File: src/rtl/arm_mem_stage.sv
// ---------------------------------------------------------------------------
// arm_mem_stage
//   Memory stage of a 5-stage ARM-style pipeline. Issues load/store requests
//   on a simple req/ack data-memory port. It stalls the front of the pipeline
//   while a request is outstanding, forwards results combinationally (MEMID_*),
//   and registers the write-back results (MEMWB_*).
//
//   Optional feature: define ARM_MEM_TIMEOUT_EN to abort an access after
//   TIMEOUT_CYCLES WAIT cycles without ack. The abort sets the sticky
//   mem_timeout flag and retires a halt marker.
//
// Ports
//   clk, rst_b                 clock, synchronous active-low reset
//   EXMEM_*                    inputs from EX/MEM (held stable while mem_stall)
//   dmem_req/addr/wr_en/wdata  data-memory request side
//   dmem_ack/rdata             data-memory response side
//   mem_stall                  freeze fetch/decode/EX
//   MEMID_*                    combinational forwarding to decode
//   MEMWB_*                    registered write-back outputs
//   mem_timeout                sticky abort flag (tied 0 without the macro)
// ---------------------------------------------------------------------------
module arm_mem_stage #(
    parameter int unsigned TIMEOUT_CYCLES = 255
) (
    input  logic        clk,
    input  logic        rst_b,
    input  logic [31:0] EXMEM_data_result,
    input  logic [31:0] EXMEM_rd_data,
    input  logic        EXMEM_rd_we,
    input  logic        EXMEM_rd_data_sel,
    input  logic [3:0]  EXMEM_des_reg_num,
    input  logic [3:0]  EXMEM_mem_write_en,
    input  logic        EXMEM_ld_byte_or_word,
    input  logic        EXMEM_internal_halted,
    output logic        dmem_req,
    output logic [29:0] dmem_addr,
    output logic [3:0]  dmem_wr_en,
    output logic [31:0] dmem_wdata,
    input  logic        dmem_ack,
    input  logic [31:0] dmem_rdata,
    output logic        mem_stall,
    output logic        MEMID_rd_we,
    output logic [3:0]  MEMID_rd_num,
    output logic [31:0] MEMID_rd_data,
    output logic        MEMWB_rd_we,
    output logic [3:0]  MEMWB_rd_num,
    output logic [31:0] MEMWB_rd_data,
    output logic        MEMWB_internal_halted,
    output logic        mem_timeout
);

    if (TIMEOUT_CYCLES < 1 || TIMEOUT_CYCLES > 255) begin : g_bad_timeout
        $error("TIMEOUT_CYCLES must be in 1..255");
    end

    typedef enum logic {S_IDLE, S_WAIT} state_t;

    state_t      state_q, state_d;
    logic        wb_we_q, wb_we_d;
    logic [3:0]  wb_num_q, wb_num_d;
    logic [31:0] wb_data_q, wb_data_d;
    logic        wb_halt_q, wb_halt_d;

    logic        access;
    logic        abort;
    logic [31:0] load_data;
    logic [31:0] wb_data;

    assign access = EXMEM_rd_data_sel | (|EXMEM_mem_write_en);

`ifdef ARM_MEM_TIMEOUT_EN
    logic [7:0] cnt_q, cnt_d;
    logic       tout_q, tout_d;

    // Abort fires in the WAIT cycle where the counter has already reached
    // the limit: the request is dropped and the stage retires a halt marker.
    assign abort = (state_q == S_WAIT) && !dmem_ack && (cnt_q == 8'(TIMEOUT_CYCLES));
    assign mem_timeout = tout_q;
`else
    assign abort = 1'b0;
    assign mem_timeout = 1'b0;
`endif

    // State and result registers
    always_ff @(posedge clk) begin
        if (!rst_b) begin
            state_q   <= S_IDLE;
            wb_we_q   <= 1'b0;
            wb_num_q  <= '0;
            wb_data_q <= '0;
            wb_halt_q <= 1'b0;
        end else begin
            state_q   <= state_d;
            wb_we_q   <= wb_we_d;
            wb_num_q  <= wb_num_d;
            wb_data_q <= wb_data_d;
            wb_halt_q <= wb_halt_d;
        end
    end

`ifdef ARM_MEM_TIMEOUT_EN
    always_ff @(posedge clk) begin
        if (!rst_b) begin
            cnt_q  <= '0;
            tout_q <= 1'b0;
        end else begin
            cnt_q  <= cnt_d;
            tout_q <= tout_d;
        end
    end

    always_comb begin
        cnt_d  = cnt_q;
        tout_d = tout_q | abort;
        if (state_q == S_IDLE && access && !dmem_ack)
            cnt_d = '0;
        else if (state_q == S_WAIT && !dmem_ack)
            cnt_d = cnt_q + 8'd1;
    end
`endif

    // Next-state and write-back register inputs
    always_comb begin
        state_d   = state_q;
        wb_num_d  = EXMEM_des_reg_num;
        wb_data_d = wb_data;
        wb_we_d   = EXMEM_rd_we;
        wb_halt_d = EXMEM_internal_halted;
        case (state_q)
            S_IDLE: if (access && !dmem_ack) state_d = S_WAIT;
            S_WAIT: if (dmem_ack || abort || !access) state_d = S_IDLE;
            default: state_d = S_IDLE;
        endcase
        if (abort) begin
            wb_we_d   = 1'b0;
            wb_halt_d = 1'b1;
        end else if (mem_stall) begin
            wb_we_d   = 1'b0;
            wb_halt_d = 1'b0;
        end
    end

    // Outputs
    always_comb begin
        dmem_req   = rst_b & access & ~abort;
        mem_stall  = rst_b & access & ~dmem_ack & ~abort;
        dmem_addr  = EXMEM_data_result[31:2];
        dmem_wr_en = EXMEM_mem_write_en;
        dmem_wdata = EXMEM_ld_byte_or_word ? {4{EXMEM_rd_data[7:0]}} : EXMEM_rd_data;

        load_data = dmem_rdata;
        if (EXMEM_ld_byte_or_word) begin
            case (EXMEM_data_result[1:0])
                2'd0:    load_data = {24'd0, dmem_rdata[7:0]};
                2'd1:    load_data = {24'd0, dmem_rdata[15:8]};
                2'd2:    load_data = {24'd0, dmem_rdata[23:16]};
                default: load_data = {24'd0, dmem_rdata[31:24]};
            endcase
        end
        wb_data = EXMEM_rd_data_sel ? load_data : EXMEM_data_result;

        MEMID_rd_we   = EXMEM_rd_we & ~mem_stall & ~abort;
        MEMID_rd_num  = EXMEM_des_reg_num;
        MEMID_rd_data = wb_data;

        MEMWB_rd_we           = wb_we_q;
        MEMWB_rd_num          = wb_num_q;
        MEMWB_rd_data         = wb_data_q;
        MEMWB_internal_halted = wb_halt_q;
    end

endmodule

File: config.mk
export PLATFORM = sky130hd
export DESIGN_NAME = arm_mem_stage
export DESIGN_NICKNAME = d
export VERILOG_FILES = /design/src/rtl/arm_mem_stage.sv
export SDC_FILE = /design/constraint.sdc
export NUM_CORES = 1
export LEC_CHECK = 0
export BUFFER_PORTS_ARGS = -buffer_cell sky130_fd_sc_hd__buf_2
export CORE_AREA = 2 2 100 102
export CTS_CLUSTER_SIZE = 24
export DETAILED_ROUTE_END_ITERATION = 7
export DIE_AREA = 0 0 102 104
export GPL_TIMING_DRIVEN = 0
export PLACE_DENSITY_LB_ADDON = 0.1
export SETUP_SLACK_MARGIN = 0.1
export SLEW_MARGIN = 0
export SYNTH_ARGS = -nofsm -noshare
export SYNTH_HDL_FRONTEND = slang
export SYNTH_SLANG_ARGS = --single-unit
File: constraint.sdc
create_clock -name clk -period 1.1 [get_ports clk]
set_input_delay 0.055 -clock clk [delete_from_list [all_inputs] [get_ports clk]]
set_output_delay 0.055 -clock clk [all_outputs]
set_load 0.1 [all_outputs]
# Yosys cells after proc, flatten, opt, wreduce, memory -nomap -nowiden
# Cells that the tools add are included.
op_classes:
  eq_ne: 2
  bitwise: 7
  reduce_logical: 3
  mux: 4
op_table:
  columns: ["cell", "count"]
  rows:
  - ["32-bit 2-to-1 mux", 3]
  - ["8-bit case mux with 3 select lines", 1]
  - ["4-bit OR reduction", 1]
  - ["1-bit bitwise AND", 3]
  - ["1-bit inverter", 3]
  - ["2-bit by 1-bit == test with 1-bit output, second input constant", 1]
  - ["2-bit == test, second input constant", 1]
  - ["2-bit logical NOT", 1]
  - ["2-bit OR reduction", 1]
  - ["1-bit OR", 1]
totals:
  word_cells: 20
  out_inout_bits: 144
  reg_bits: 38
  in_bits: 111

# Logic depth before layout (Yosys ltp)
# Gate-level depths: netlist (run 1).
logic_depth:
  ltp_word: 6
  mapped_depth: 5
  mapped_depth_nobuf: 3

# Worst setup path before layout (run 1)
# No wires, ideal clock.
synth_timing:
  path_kind: "in2out"
  from: "input port EXMEM_ld_byte_or_word"
  to: "output port dmem_wdata[10]"
  path_buffers: 2
  setup_slack_ns: -1.489
  required_ns: 1.045
  stages: 3
  arrival_ns: 2.534
  path_cell_list: "buf_2 clkbuf_1 o21ai_0"
synth_via:
  elab_chain_len: 1
synth_rtl:
  columns: ["element", "line", "text"]
  rows:
  - ["start, declared", "33", "input logic EXMEM_ld_byte_or_word,"]
  - ["32-bit 2-to-1 mux", "149", "dmem_wdata = EXMEM_ld_byte_or_word ? {4{EXMEM_rd_data[7:0]}} : EXMEM_rd_data;"]
  - ["end, declared", "38", "output logic [31:0] dmem_wdata,"]
# Every way passes these cells.

# Final worst setup path (run 1)
layout_timing:
  from: "input port EXMEM_mem_write_en[1]"
  to: "output port MEMID_rd_we"
layout_via:
  elab_chain_len: 6
layout_rtl:
  columns: ["element", "line", "text"]
  rows:
  - ["start, declared", "32", "input logic [3:0] EXMEM_mem_write_en,"]
  - ["4-bit OR reduction", "69", "assign access = EXMEM_rd_data_sel | (|EXMEM_mem_write_en);"]
  - ["1-bit OR", "69", null]
  - ["1-bit bitwise AND (2 in series)", "146", "mem_stall = rst_b & access & ~dmem_ack & ~abort;"]
  - ["1-bit inverter", "162", "MEMID_rd_we = EXMEM_rd_we & ~mem_stall & ~abort;"]
  - ["1-bit bitwise AND", "162", null]
  - ["end, declared", "42", "output logic MEMID_rd_we,"]
# Every way passes these cells.

==> results of run 1 <==
-- report_power, final --
part / switching, W / internal, W / leakage [nW]
logic: 0.00360 / 0.00156 / 2.81
registers: 0.0000274 / 0.00146 / 0.315
clock network: 0.000530 / 0.000507 / 0.0482
-- sequential cells by signal (all words and copies together) (netlist names) --
register               count
MEMWB_internal_halted      1
MEMWB_rd_data             32
MEMWB_rd_num               4
MEMWB_rd_we                1
-- final cells by class --
| cell class | instances | area, µm² | share of cell area |
|---|---|---|---|
| Multi-Input combinational cell | 197 | 2290 | 0.344 |
| Tap cell | 133 | 166 | 0.0249 |
| Clock buffer | 7 | 86.3 | 0.0129 |
| Timing Repair Buffer | 303 | 2640 | 0.395 |
| Clock inverter | 1 | 5.00 | 0.000750 |
| Antenna cell | 1 | 2.50 | 0.000375 |
| Inverter | 30 | 120 | 0.0180 |
| Buffer | 65 | 601 | 0.0900 |
| Sequential cell | 38 | 761 | 0.114 |
-- worst paths after layout --
| kind | start | endpoint | slack, ns | depth (start not counted) |
|---|---|---|---|---|
| max | EXMEM_mem_write_en[1] | MEMID_rd_we | -0.25 | 5 |
| min | EXMEM_internal_halted | MEMWB_internal_halted$_SDFF_PP0_ | 0.008 | 2 |
-- layer usage --
layer | wire length (µm) | vias to the layer above | track usage | part of all wire
li1 | - | 1666 | - | -
met1 | 4500 | 1621 | 0.229 | 0.36
met2 | 6830 | 160 | 0.424 | 0.55
met3 | 955 | 13 | 0.0544 | 0.077
met4 | 189 | 0 | 0.0486 | 0.015
met5 | 0 | - | 0 | 0
-- cells by family after synthesis --
family,after synthesis,synth area share
AOI/OAI and AO/OA,80,0.224
buffers and inverters,95,0.240
DFF,38,0.314
other,1,0.00155
muxes,8,0.0340
and+or+nand+nor,108,0.186
-- timing repair --
item / in CTS / in global routing
gates resized for setup: 287 / 37
hold endpoints to repair: 4 / 0
cloned: 5 / 0
setup endpoints to repair: 97 / 56
pin swaps: 29 / 23
buffers inserted: 30 / 15
hold buffers: 4 / 0
-- through the flow --
step | worst slack [ns] | instance area [µm²] | std cells
after floorplan | -0.220 | 3320 | 330
after global placement | -0.508 | 4730 | 712
after detailed placement | -0.508 | 4730 | 712
after CTS | -0.253 | 6330 | 759
after global routing | -0.285 | 6670 | 775
final | -0.252 | 6670 | 775
-- placed cells by master (no fill, tap or decap), types with 3 or more instances in the layout --
cell type	synthesis	routed
a21oi_1	23	22
clkbuf_4	0	3
buf_4	49	114
dlygate4sd3_1	0	4
mux2i_1	6	6
inv_2	1	3
buf_6	3	33
nor2_1	9	7
and2_1	7	6
inv_1	29	26
a211o_1	7	7
buf_2	3	154
dfxtp_1	38	38
buf_12	1	44
buf_16	0	5
nand2_2	0	14
nand2_1	81	23
nand2_4	0	5
buf_8	0	4
a21oi_2	5	6
o21ai_4	0	25
a31oi_4	0	7
clkbuf_8	0	8
a311oi_2	6	6
nand2_8	0	39
==> results.md, run 1 <==
- Vias in the first global route: between 3000 and 4000
- Tmin final: around 1.4 ns
- Max Slew Vio Count: 0
- Die X: 102 µm
- Leakage: about 3.2 nW
- Clk slew on worst S/H paths: 0.07 ns
- Max_cap viols: 0
- Final setup vio count: 31
- Final GP Congestion: approximately 0.73
- Crit-path leading delay family: simple AND/OR/NAND/NOR gates
- RSZ-0062 raised after global routing: true
- Synthesized area per cell: ~7.4 µm²
- Ratio of cells with drive above 1 in the final layout: 0.769
- Critical Path AT: approximately 1.3 ns
- Synth-to-Final Area Change: 175%
- DR pass1 iterations: 4
- Clk sink count: 38
- Largest net degree at the start of global routing: 12
- CP Cell Sequence: buf_6 > or4_4 > o211ai_4 > and2_4 > buf_12
- Antenna Violating Nets Remaining: 0
- Yosys reg bits: 38
- Ys async rst share: 0
- Fin util: 0.699
- CORE AREA: ~9500 µm²
- IO buf count: approximately 250
- Die Y: 104 µm
- Final Hold Vio Count: 0
- Synth Net Count: roughly 440
- I/O pins: between 200 and 300
- Peak supply drop: 676 µV
- Setup TNS: -2.01 ns
- DPL Wire Length: roughly 9000 µm
- Initial core utilization: 0.254
- Tot Pwr: between 0.007 and 0.008 W
- Pwr/cell area: approximately 1200 nW/µm²
- Startpoint Class: primary input
- Critical Path Sink Type: output pin
- CP Class: in2out
- Synth cell count leaders: 81 x nand2_1, 49 x buf_4, 38 x dfxtp_1
- Critical-path top delay cell: or4_4
- Vias post-DR: about 3500
- Worst-case clock buffer depth: 2
- Initial antenna violation count: 1
- TritonCTS Buffers: 5
- Failing checks: setup timing
- NumNets Final: 751
- Most frequent cell after synthesis: nand2_1
- Post-synthesis cell count: 330
- Worst hold path type: in2reg
- Worst path required time: roughly 1.0 ns
- Status: finished, violations left
- Synth Flop Type: dfxtp_1
- Vias per cell: ~4.5
- Yosys top cell area share: 0.314
- Buf/Inv on CP: 2
- Die ar.: between 10000 and 15000 µm²
- H-tree Lvls: 2
- Crit-path max cell delay: 0.55 ns
- YS warnings: 0
- Row cnt: 36
- Tcrit/Tclk final: 1.23
- Fillers: approximately 730
- Fmax: around 740 MHz
- First-pass GRT wire length: 18100 µm
- Area leader, netlist: dfxtp_1
- Max Fanout on Critical Path: 4
- Drc violations: 0
- Area contributors post-synth: dfxtp_1 31%, buf_4 15%, nand2_1 13%, o21ai_0 5.0%, a21oi_1 4.7%
- TritonCTS clock tree: done
- Clock Tree Root: clkbuf_8
- Register area share after synthesis: 0.314
- Congestion Overflow GR: 0
- WL/cell: ~16 µm
- Post-synth EDFFs: 0
- Netlist Area Pre-Place: between 2000 and 2500 µm²
- DR iter-0 viols: between 70 and 80
- Final worst slack: -0.252 ns
- Worst hold margin: between 0.008 and 0.009 ns
- Final wirelength: around 12000 µm
- GR Util All Layers: 0.218
- Unique masters post-synth: 32
Power figures use the tool's default switching activity.
==> run 2, diff against run 1 <==
--- a/config.mk
+++ b/config.mk
@@ -13,6 +13,7 @@
 export GPL_TIMING_DRIVEN = 0
 export PLACE_DENSITY_LB_ADDON = 0.1
 export SETUP_SLACK_MARGIN = 0.1
+export SKIP_LAST_GASP = 1
 export SLEW_MARGIN = 0
 export SYNTH_ARGS = -nofsm -noshare
 export SYNTH_HDL_FRONTEND = slang
==> constraint.sdc (replaced) <==
create_clock -name clk -period 1.25 [get_ports clk]
set_input_delay 0.0625 -clock clk [delete_from_list [all_inputs] [get_ports clk]]
set_output_delay 0.0625 -clock clk [all_outputs]
set_load 0.1 [all_outputs]
==> run 2 against run 1 <==
Against the previous run: the run still ends with setup timing left; cell count is 4.5% lower; clock-buffer cell count did not move; critical path depth increased by 1; flip-flop and latch count did not move; design area down 21%; utilization down 14 points; global-route usage fell by 2.7 points; via count fell by 6.8%; routed wire length fell by 13%.
==> results.md, run 2 (same netlist as run 1, synthesis figures left out) <==
- Initial core utilization: 0.254
- Leakage: 2.75 nW
- I/O pins: 255
- Max Slew Vio Count: 0
- Vias per cell: 4.36
- Clock Tree Root: clkbuf_8
- Largest net degree at the start of global routing: 11
- Pwr/cell area: around 1200 nW/µm²
- Worst hold margin: 0.0191 ns
- Tcrit/Tclk final: 1.04
- Status: finished, violations left
- Finished layout cell area: roughly 5300 µm²
- WL/cell: around 15 µm
- RSZ-0062 raised after global routing: true
- Initial antenna violation count: 0
- Critical-path top delay cell: or4_4
- Final worst slack: -0.0498 ns
- NumNets Final: between 700 and 800
- IO buf count: around 250
- Critical Path Sink Type: output pin
- Hold Path End: MEMWB_internal_halted$_SDFF_PP0_
- Final GP Congestion: a little under 0.8
- Peak supply drop: about 600 µV
- Startpoint Class: primary input
- DP Worst Slack: -0.309 ns
- First-pass GRT wire length: roughly 16000 µm
- Clk slew on worst S/H paths: approximately 0.07 ns
- Final wirelength: 10800 µm
- Worst hold path type: in2reg
- DR pass1 iterations: 4
- Max FFs per register: 32
- Row cnt: 36
- Crit-path leading delay family: simple AND/OR/NAND/NOR gates
- Failing checks: setup timing
- Hold_sp: EXMEM_internal_halted
- Die X: around 100 µm
- Critical Path AT: 1.24 ns
- Ratio of cells with drive above 1 in the final layout: 0.712
- Drc violations: 0
- Die Y: 104 µm
- Fmax: 769 MHz
- Worst-margin pin slew: between 0.6 and 0.7 ns
- Final setup vio count: 3
- Vias in the first global route: between 3000 and 4000
- Commonest non-fill, non-tap cells in the layout: 197 x buf_2, 64 x buf_4, 45 x nand2_1
- Worst path required time: 1.19 ns
- Tot Pwr: 0.00610 W
- Ant. Diodes: 0
- Crit-path max cell delay: about 0.55 ns
- CP Class: in2out
- H-tree Lvls: 2
- CORE AREA: around 9500 µm²
- Area after DPL: about 4300 µm²
- TritonCTS clock tree: done
- Synth-to-Final Area Change: 118%
- Most common cell after layout, fill and taps aside: buf_2
- DR iter-0 viols: 48
- TritonCTS Buffers: 5
- Antenna Violating Nets Remaining: 0
- Tmin final: between 1 and 1.5 ns
- Final Hold Vio Count: 0
- Max Fanout on Critical Path: 3
- Hold Path Depth: 2
- GR Util All Layers: 0.192
- Congestion Overflow GR: 0
- DPL Wire Length: approximately 8500 µm
- Relative slew margins: 0.543
- Die ar.: around 11000 µm²
- Worst-case clock buffer depth: 2
- Max_cap viols: 0
- Buf/Inv on CP: 4
- Clk sink count: 38
- Vias post-DR: 3223
- CP Cell Sequence: buf_6 > or4_4 > o211ai_4 > buf_4 > inv_2 > buf_12
- Setup TNS: -0.105 ns
[run 2: worst max path at each step]
stage	from	to	slack, ns	depth (start not counted)
final	EXMEM_mem_write_en[1]	mem_stall	-0.05	6
after global routing	EXMEM_mem_write_en[1]	mem_stall	-0.07	6
after floorplan	EXMEM_ld_byte_or_word	dmem_wdata[11]	-0.10	2
after CTS	EXMEM_mem_write_en[1]	MEMID_rd_we	-0.04	5
after detailed placement	EXMEM_rd_data_sel	MEMID_rd_data[24]	-0.31	6
after global placement	EXMEM_rd_data_sel	MEMID_rd_data[15]	-0.32	6
[run 2: where the power goes]
group / leakage [nW] / internal, W / switching (W)
Clock: 0.0383 / 0.000385 / 0.000425
Combinational: 2.40 / 0.00104 / 0.00295
Sequential: 0.315 / 0.00128 / 0.0000158
[run 2: layout make-up]
type	count	area, µm²
Buffer	65	536
Clock buffer	7	76.3
Fill cell	899	4260
Inverter	30	113
Multi-Input combinational cell	197	1610
Sequential cell	38	761
Tap cell	133	166
Timing Repair Buffer	270	2030
[run 2: stage by stage]
step            util  instances
6_report       0.554        740
5_1_grt        0.554        740
4_1_cts        0.522        731
3_5_place_dp   0.450        712
3_3_place_gp   0.450        712
2_1_floorplan      -        330
[run 2: timing repair]
action,CTS,global route
pin swaps,8,9
cloned,1,3
setup buffers,7,6
hold buffers,4,0
resized for setup,148,62
endpoints found under the hold margin,4,0
setup endpoints to repair,57,49
[run 2: metal layers]
metal | vias to the layer above | track usage | share of wire
met5 | - | 0 | 0
li1 | 1594 | - | -
met2 | 140 | 0.344 | 0.51
met1 | 1483 | 0.228 | 0.39
met3 | 6 | 0.0551 | 0.087
met4 | 0 | 0.0276 | 0.0076
